<file path="src/rtl/lfsr_gen.sv">
// -----------------------------------------------------------------------------
// lfsr_gen
// Parametrised N-bit pseudo-random sequence generator for the pattern path.
// Fibonacci or Galois structure, two run-time selectable tap masks, step
// enable, seed loading, all-zero lock-up recovery and on-line measurement of
// the sequence period.
//
// Ports
//   clk_i          clock, all state changes on the rising edge
//   rst_i          synchronous active-high reset
//   en_i           advance one step this cycle
//   load_i         load seed_in_i into the state (wins over en_i)
//   seed_in_i      value for load_i
//   poly_i         tap-mask select (0 = TAP0, 1 = TAP1)
//   mode_i         0 = Fibonacci, 1 = Galois
//   q_o            current state
//   out_o          serial output, always q_o[0]
//   wrap_o         one-cycle pulse: state has returned to the start state
//   lock_o         one-cycle pulse: all-zero recovery occurred
//   period_len_o   last measured period in steps
//   plen_valid_o   period_len_o holds a measurement
// -----------------------------------------------------------------------------
module lfsr_gen #(
   parameter int unsigned      WIDTH = 8,
   parameter logic [WIDTH-1:0] TAP0  = 8'hB8,
   parameter logic [WIDTH-1:0] TAP1  = 8'h8E,
   parameter logic [WIDTH-1:0] SEED  = {WIDTH{1'b1}}
) (
   input  logic             clk_i,
   input  logic             rst_i,
   input  logic             en_i,
   input  logic             load_i,
   input  logic [WIDTH-1:0] seed_in_i,
   input  logic             poly_i,
   input  logic             mode_i,
   output logic [WIDTH-1:0] q_o,
   output logic             out_o,
   output logic             wrap_o,
   output logic             lock_o,
   output logic [WIDTH-1:0] period_len_o,
   output logic             plen_valid_o
);

   localparam logic [WIDTH-1:0] ZERO_W = {WIDTH{1'b0}};
   localparam logic [WIDTH-1:0] ONES_W = {WIDTH{1'b1}};
   localparam logic [WIDTH-1:0] ONE_W  = {{(WIDTH-1){1'b0}}, 1'b1};

   // Fibonacci: feedback is the parity of the tapped bits, shifted in at the MSB.
   function automatic logic [WIDTH-1:0] fib_step(input logic [WIDTH-1:0] s,
                                                  input logic [WIDTH-1:0] m);
      return {^(s & m), s[WIDTH-1:1]};
   endfunction

   // Galois: shift right and fold the mask in whenever the bit shifted out is 1.
   function automatic logic [WIDTH-1:0] gal_step(input logic [WIDTH-1:0] s,
                                                 input logic [WIDTH-1:0] m);
      return (s >> 1) ^ (s[0] ? m : ZERO_W);
   endfunction

   // Counter increment that sticks at all-ones instead of wrapping.
   function automatic logic [WIDTH-1:0] sat_inc(input logic [WIDTH-1:0] c);
      return (c == ONES_W) ? c : c + ONE_W;
   endfunction

   logic [WIDTH-1:0] state_q, state_d;
   logic [WIDTH-1:0] start_q, start_d;
   logic [WIDTH-1:0] cnt_q, cnt_d;
   logic [WIDTH-1:0] plen_q, plen_d;
   logic             plen_valid_q, plen_valid_d;
   logic             wrap_q, wrap_d;
   logic             lock_q, lock_d;
   // Configuration used by the previous step; cfg_seen_q says whether one exists.
   logic             last_poly_q, last_poly_d;
   logic             last_mode_q, last_mode_d;
   logic             cfg_seen_q, cfg_seen_d;

   logic [WIDTH-1:0] mask_s;
   logic [WIDTH-1:0] next_s;
   logic [WIDTH-1:0] start_eff_s;
   logic [WIDTH-1:0] cnt_eff_s;
   logic             cfg_chg_s;

   // Next-state logic: load, step (with lock-up recovery and period measurement), or hold.
   always_comb begin
      state_d      = state_q;
      start_d      = start_q;
      cnt_d        = cnt_q;
      plen_d       = plen_q;
      plen_valid_d = plen_valid_q;
      wrap_d       = 1'b0;
      lock_d       = 1'b0;
      last_poly_d  = last_poly_q;
      last_mode_d  = last_mode_q;
      cfg_seen_d   = cfg_seen_q;

      mask_s    = poly_i ? TAP1 : TAP0;
      next_s    = mode_i ? gal_step(state_q, mask_s) : fib_step(state_q, mask_s);
      cfg_chg_s = cfg_seen_q && ((poly_i != last_poly_q) || (mode_i != last_mode_q));

      // A configuration change restarts the measurement from the current state.
      if (cfg_chg_s) begin
         start_eff_s = state_q;
         cnt_eff_s   = ZERO_W;
      end else begin
         start_eff_s = start_q;
         cnt_eff_s   = cnt_q;
      end

      if (load_i) begin
         state_d = seed_in_i;
         start_d = seed_in_i;
         cnt_d   = ZERO_W;
      end else if (en_i) begin
         last_poly_d = poly_i;
         last_mode_d = mode_i;
         cfg_seen_d  = 1'b1;
         if (cfg_chg_s) begin
            plen_valid_d = 1'b0;
         end else begin
            plen_valid_d = plen_valid_q;
         end

         if (state_q == ZERO_W) begin
            // Lock-up: replace the step by the recovery seed, never counts as a wrap.
            state_d = SEED;
            start_d = SEED;
            cnt_d   = ZERO_W;
            lock_d  = 1'b1;
         end else begin
            state_d = next_s;
            start_d = start_eff_s;
            if (next_s == start_eff_s) begin
               wrap_d       = 1'b1;
               plen_d       = sat_inc(cnt_eff_s);
               plen_valid_d = 1'b1;
               cnt_d        = ZERO_W;
            end else begin
               cnt_d = sat_inc(cnt_eff_s);
            end
         end
      end else begin
         state_d = state_q;
      end
   end

   // State and output registers with synchronous reset.
   always_ff @(posedge clk_i) begin
      if (rst_i) begin
         state_q      <= SEED;
         start_q      <= SEED;
         cnt_q        <= ZERO_W;
         plen_q       <= ZERO_W;
         plen_valid_q <= 1'b0;
         wrap_q       <= 1'b0;
         lock_q       <= 1'b0;
         last_poly_q  <= 1'b0;
         last_mode_q  <= 1'b0;
         cfg_seen_q   <= 1'b0;
      end else begin
         state_q      <= state_d;
         start_q      <= start_d;
         cnt_q        <= cnt_d;
         plen_q       <= plen_d;
         plen_valid_q <= plen_valid_d;
         wrap_q       <= wrap_d;
         lock_q       <= lock_d;
         last_poly_q  <= last_poly_d;
         last_mode_q  <= last_mode_d;
         cfg_seen_q   <= cfg_seen_d;
      end
   end

   assign q_o          = state_q;
   assign out_o        = state_q[0];
   assign wrap_o       = wrap_q;
   assign lock_o       = lock_q;
   assign period_len_o = plen_q;
   assign plen_valid_o = plen_valid_q;

endmodule

</file>
<file path="config.mk">
export PLATFORM = sky130hd
export DESIGN_NAME = lfsr_gen
export DESIGN_NICKNAME = d
export VERILOG_FILES = /design/src/rtl/lfsr_gen.sv
export SDC_FILE = /design/constraint.sdc
export NUM_CORES = 1
export LEC_CHECK = 0
export BUFFER_PORTS_ARGS = -buffer_cell sky130_fd_sc_hd__buf_2
export CORE_UTILIZATION = 45
export DETAILED_ROUTE_END_ITERATION = 7
export HOLD_SLACK_MARGIN = 0.02
export PLACE_DENSITY = 0.7
export SETUP_SLACK_MARGIN = 0.15
export SLEW_MARGIN = 20
export SYNTH_ARGS = -nofsm -noshare
export SYNTH_HDL_FRONTEND = slang
export SYNTH_SLANG_ARGS = --single-unit
</file>
<file path="constraint.sdc">
create_clock -name clk_i -period 4.7 [get_ports clk_i]
set_input_delay 0.705 -clock clk_i [delete_from_list [all_inputs] [get_ports clk_i]]
set_output_delay 0.705 -clock clk_i [all_outputs]
set_load 0.02 [all_outputs]
</file>
=== Word level (Yosys, flattened, before mapping) ===
Index checks and enable logic that the tools add are counted.

* Register bits after elaboration: 38
* Bits in read-only memories: 0
* Memory bits (writable): 0
* Output and inout bits: 20
* Bits of input ports: 14
* Memories: 0
* Logic and storage cells: 49
* Bits in latches: 0

* $add $sub $neg: 1
* Mux-type cells: 19
* $lt $le $gt $ge: 0
* Divide/modulo/power cells: 0
* Bitwise operators: 5
* Multipliers: 0
* Reductions and logical operators: 10
* Equality and inequality tests: 4
* Shifts and indexed selects: 0

{| class="wikitable"
|+ Operators with widths
! operator !! number
|-
| two-way mux 8 bit || 13
|-
| adder 8 x 1 -> 8 bit, second input constant || 1
|-
| bitwise AND 8 bit || 1
|-
| equality test 8 bit || 1
|-
| equality test 8 bit, second input constant || 1
|-
| zero test 8 bit || 1
|-
| parity 8 bit || 1
|-
| XOR 7 x 8 -> 8 bit || 1
|-
| two-way mux 6 bit || 1
|-
| two-way mux 1 bit || 5
|-
| AND reduction 4 bit || 1
|-
| OR reduction 4 bit || 1
|-
| NOT 1 bit || 3
|-
| OR reduction 3 bit || 1
|-
| inequality test 1 bit || 2
|-
| AND reduction 2 bit || 1
|-
| nonzero test 2 bit || 1
|-
| OR reduction 2 bit || 1
|-
| logical AND 1 bit || 1
|-
| logical OR 1 bit || 1
|}

=== Logic depth before layout (Yosys ltp) ===
* Word-level depth: 8
* Mapped depth: 10
* Gate-level depth less buffers: 7

=== Worst setup path before layout ===
OpenSTA, ideal clock, no wires.

* Path kind: input to register
* Start: input mode_i
* End: register plen_q[0], in the netlist period_len_o[0]
* Buffers on the path: 2
* Data required time: 4.583 ns
* Cell stages on the path: 9
* Path slack: 2.118 ns
* Setup time: 0.117 ns
* Arrival: 2.465 ns
* Cells stage by stage: buf_2 xnor2_2 a21o_1 buf_6 and3_4 a2111oi_2 and4_4 a31oi_4 a22o_1

* Word-level cells in the longest chain between the ends: 6
* Elaborated cells on any way between the ends: 11
* Classes of those cells: 1 x add/sub; 3 x eq/ne; 4 x mux; 3 x reduce/logical

{| class="wikitable"
|+ Ends and longest elaborated chain
! what !! RTL line !! source
|-
| from (decl) || 35 || <nowiki>input logic mode_i,</nowiki>
|-
| inequality test 1 bit || 98 || <nowiki>cfg_chg_s = cfg_seen_q && ((poly_i != last_poly_q) || (mode_i != last_mode_q));</nowiki>
|-
| logical OR 1 bit || 98 ||
|-
| logical AND 1 bit || 98 ||
|-
| two-way mux 8 bit || 101 || <nowiki>if (cfg_chg_s) begin</nowiki>
|-
| adder 8 x 1 -> 8 bit, or another cell as far along || 62 || <nowiki>return (c == ONES_W) ? c : c + ONE_W;</nowiki>
|-
| two-way mux 8 bit or AND reduction 4 bit (tied branches) || - ||
|-
| to (signal assigned) || 163 || <nowiki>plen_q <= plen_d;</nowiki>
|-
| to (decl) || 68 || <nowiki>logic [WIDTH-1:0] plen_q, plen_d;</nowiki>
|}

Parallel ways exist; a longest one is shown, timed or not.
A chain may end at the register's enable or synchronous reset.

=== Worst setup path after layout ===
* Start: input poly_i
* End: register plen_q[7], in the netlist period_len_o[7]

* Word-level cells in the longest chain between the ends: 6
* Elaborated cells on any way between the ends: 16
* Classes of those cells: 1 x add/sub; 3 x eq/ne; 6 x mux; 2 x bitwise; 4 x reduce/logical

{| class="wikitable"
|+ Ends and longest elaborated chain
! what !! RTL line !! source
|-
| from (decl) || 34 || <nowiki>input logic poly_i,</nowiki>
|-
| inequality test 1 bit or two-way mux 6 bit (tied branches) || 98, 96 ||
|-
| logical OR 1 bit, or another cell as far along || 98 ||
|-
| logical AND 1 bit, or another cell as far along || 98 ||
|-
| two-way mux 8 bit, on equally long branches || 101, 97 ||
|-
| adder 8 x 1 -> 8 bit, or another cell as far along || 62 ||
|-
| two-way mux 8 bit or AND reduction 4 bit (tied branches) || - ||
|}

Parallel ways exist; a longest one is shown, timed or not.

==> metrics.md <==
| Metric | Value |
|---|---|
| Slew Viols, Final | `0` |
| Clock Skew | `6.48 ps` |
| Psw | `231 uW` |
| H-tree levels | `2` |
| CTS Buf Count | `5` |
| Vias in the first global route | `1816` |
| Setup TNS | `0 ps` |
| Post-synth EDFFs | `0` |
| Clk root buf | `clkbuf_8` |
| First-pass GRT wire length | `8770 um` |
| CTS tree | `done` |
| Syn Nets | `248` |
| Commonest non-fill, non-tap cell in the layout | `dfxtp_1` |
| VDD IR-drop max | `0.174 mV` |
| Fraction of layout cells with a size suffix above 1 | `0.196` |
| Seq cells post-synth | `38` |
| Routed wire length | `4950 um` |
| Fin cells | `307` |
| Combinational share of power | `0.175` |
| Area Growth Syn to Fin | `13.3%` |
| Crit-path max FO | `11` |
| Die X | `69.7 um` |
| CTS Hold Buffers Added | `0` |
| Post-synthesis sequential area ratio | `0.369` |
| FP Rows | `24` |
| Drt pass-1 iters | `4` |
| Clock share of power | `0.401` |
| Critical Path RT | `4950 ps` |
| Critical path class | `input pin to flop` |
| Ys async rst share | `0` |
| Number of remaining DRC errors | `0` |
| RSZ-0062 raised after global routing | `false` |
| WP data arrival | `2960 ps` |
| Relative slew slack | `0.350` |
| Switching Share | `0.275` |
| Gp weighted congestion | `0.882` |
| CTS sink cnt | `38` |
| Max Clk Rate | `368 MHz` |
| Clock latency on the worst-skew pair | `300 ps` |
| Outcome | `finished clean` |
| Wire per inst | `16.1 um` |
| Largest net degree at the start of global routing | `27` |
| Endpoints failing hold | `0` |
| Sequential share of power | `0.424` |
| Antenna violations before repair | `0` |
| Hold/Removal Path Class | `flop to flop` |
| Crit-path cells | `buf_2 -> xnor2_1 -> a21o_1 -> o211ai_1 -> a2111oi_2 -> and4_4 -> and3_1 -> a22o_1` |
| Detailed placement HPWL | `3440 um` |
| Routed Antenna Nets | `0` |
| DRT iter0 DRCs | `100` |
| Storage cell area | `761 um^2` |
| Final setup viols | `0` |
| Max Cap Violations | `0` |
| Max stage delay on crit path | `400 ps` |
| Power Internal | `609 uW` |
| Dpl cells | `299` |
| Max clock buf depth | `2` |
| Period utilization | `0.578` |
| Die Y | `69.7 um` |
| Mapped Avg Cell Area | `8.80 um^2` |
| Post-CTS Setup Bufs | `0` |
| N_diodes | `0` |
| Main synth FF type | `dfxtp_1` |
| Mapped Area | `0.00206 mm^2` |
| Initial Util | `0.470` |
| Number of port buffers | `33` |
| Library cells used by synthesis | `52` |
| CTS resizes | `0` |
| Cells after Synth | `234` |
| Crit-path slowest cell | `a21o_1` |
| DR vias | `1824` |
| Crit start category | `input pin` |
| Leak | `0.000919 uW` |
| DIE AREA | `0.00485 mm^2` |
| I/O pin cnt | `34` |
| Final nets | `268` |
| GRT overflow | `0` |
| Multi-input logic area | `0.00119 mm^2` |
| Clock transition at path regs | `80 ps` |
| Total track usage | `0.224` |
| Worst Setup End Kind | `flop` |
| Fill cell count | `426` |
| Pwr/cell area | `360 mW/mm^2` |
| Post-DR vias/cell | `5.94` |
| Worst Max-Slew Pin Slew | `967 ps` |
| Count of warnings emitted by yosys | `0` |
| Final Critical Period | `2720 ps` |
| Total core area | `0.00438 mm^2` |
| Most frequent cells in the layout | `38 x dfxtp_1, 33 x buf_2, 20 x o21ai_0, 15 x nand2_1` |
## final timing paths
kind | cells after the start | start | slack [ps] | end
setup / recovery | 8 | poly_i | 1980 | period_len_o[7]
hold / removal | 1 | period_len_o[1] | 470 | period_len_o[1]
setup reg to reg | 7 | q_o[0] | 2010 | period_len_o[7]
hold reg to reg | 1 | period_len_o[1] | 470 | period_len_o[1]
## cell usage after synthesis (all sizes together) (2+ instances only)
master	count	area share
a211oi	2	0.0073
a21boi	2	0.0073
a21o	2	0.0073
a21oi	13	0.037
a221oi	3	0.013
a22o	9	0.038
a22oi	2	0.0073
a2bb2oi	3	0.013
a311o	3	0.015
a31oi	3	0.016
a32o	7	0.034
and2	3	0.0091
and3	5	0.018
and4	3	0.014
buf	6	0.019
clkbuf	14	0.026
dfxtp	38	0.37
inv	5	0.0091
mux2i	5	0.024
nand2	16	0.030
nand3	7	0.017
nor2	12	0.022
nor3	4	0.0097
nor4	3	0.0091
o211ai	3	0.011
o21ai	20	0.049
o22ai	11	0.033
xnor2	11	0.050
xor2	7	0.030
## critical path, delay by kind of cell
family	cells	cell delay [ps]
compound gates	4	1110
buf+inv	1	140
simple gates	2	670
xor+xnor	1	340
## cells by family (layout without fill, tap and decap cells)
logic type,after synthesis,after routing,share of synthesized area
muxes,6,6,0.0298
xor gates and xnor gates,18,18,0.0802
AOI/OAI and AO/OA,90,90,0.324
DFF,38,38,0.369
buffers and inverters,25,46,0.0547
and+or+nand+nor,57,57,0.142
## power by group through the flow
stage | combinational, uW | clock [uW] | sequential [uW]
detailed placement | 145 | 0 | 363
floorplan | 117 | 0 | 358
finish | 147 | 337 | 356
global placement | 145 | 0 | 363
global route | 163 | 356 | 358
CTS | 146 | 341 | 355
## state kept, by name (all words and copies together), names as in the netlist
signal and cells:
lock_o 1, period_len_o 8, q_o 8, start_q 8
last_mode_q 1, cfg_seen_q 1, last_poly_q 1, cnt_q 8
plen_valid_o 1, wrap_o 1
## stage by stage
step           area [um^2]  total power, uW  setup WS [ps]  hold slack (ps)   util
2_1_floorplan         2060              475           2120              457      -
3_3_place_gp          2200              508           1700              456  0.501
3_5_place_dp          2200              508           1690              459  0.501
4_1_cts               2330              842           1980              481  0.532
5_1_grt               2330              877           1790              496  0.532
6_report              2330              840           1980              474  0.532
## routing by layer
metal / part of all wire / vias up / global-route usage
met1: 0.48 / 843 / 0.298
met3: 0.043 / 7 / 0.0451
met2: 0.46 / 47 / 0.357
met4: 0.013 / 0 / 0.0822
met5: 0 / - / 0
li1: - / 927 / -
## final cells by class
| class | count | area share |
|---|---|---|
| Multi-Input combinational cell | 171 | 0.508 |
| Sequential cell | 38 | 0.326 |
| Timing Repair Buffer | 33 | 0.0708 |
| Clock buffer | 5 | 0.0295 |
| Clock inverter | 3 | 0.0295 |
| Tap cell | 52 | 0.0279 |
| Inverter | 5 | 0.00804 |
No activity file was read; power rests on OpenSTA's default activity.
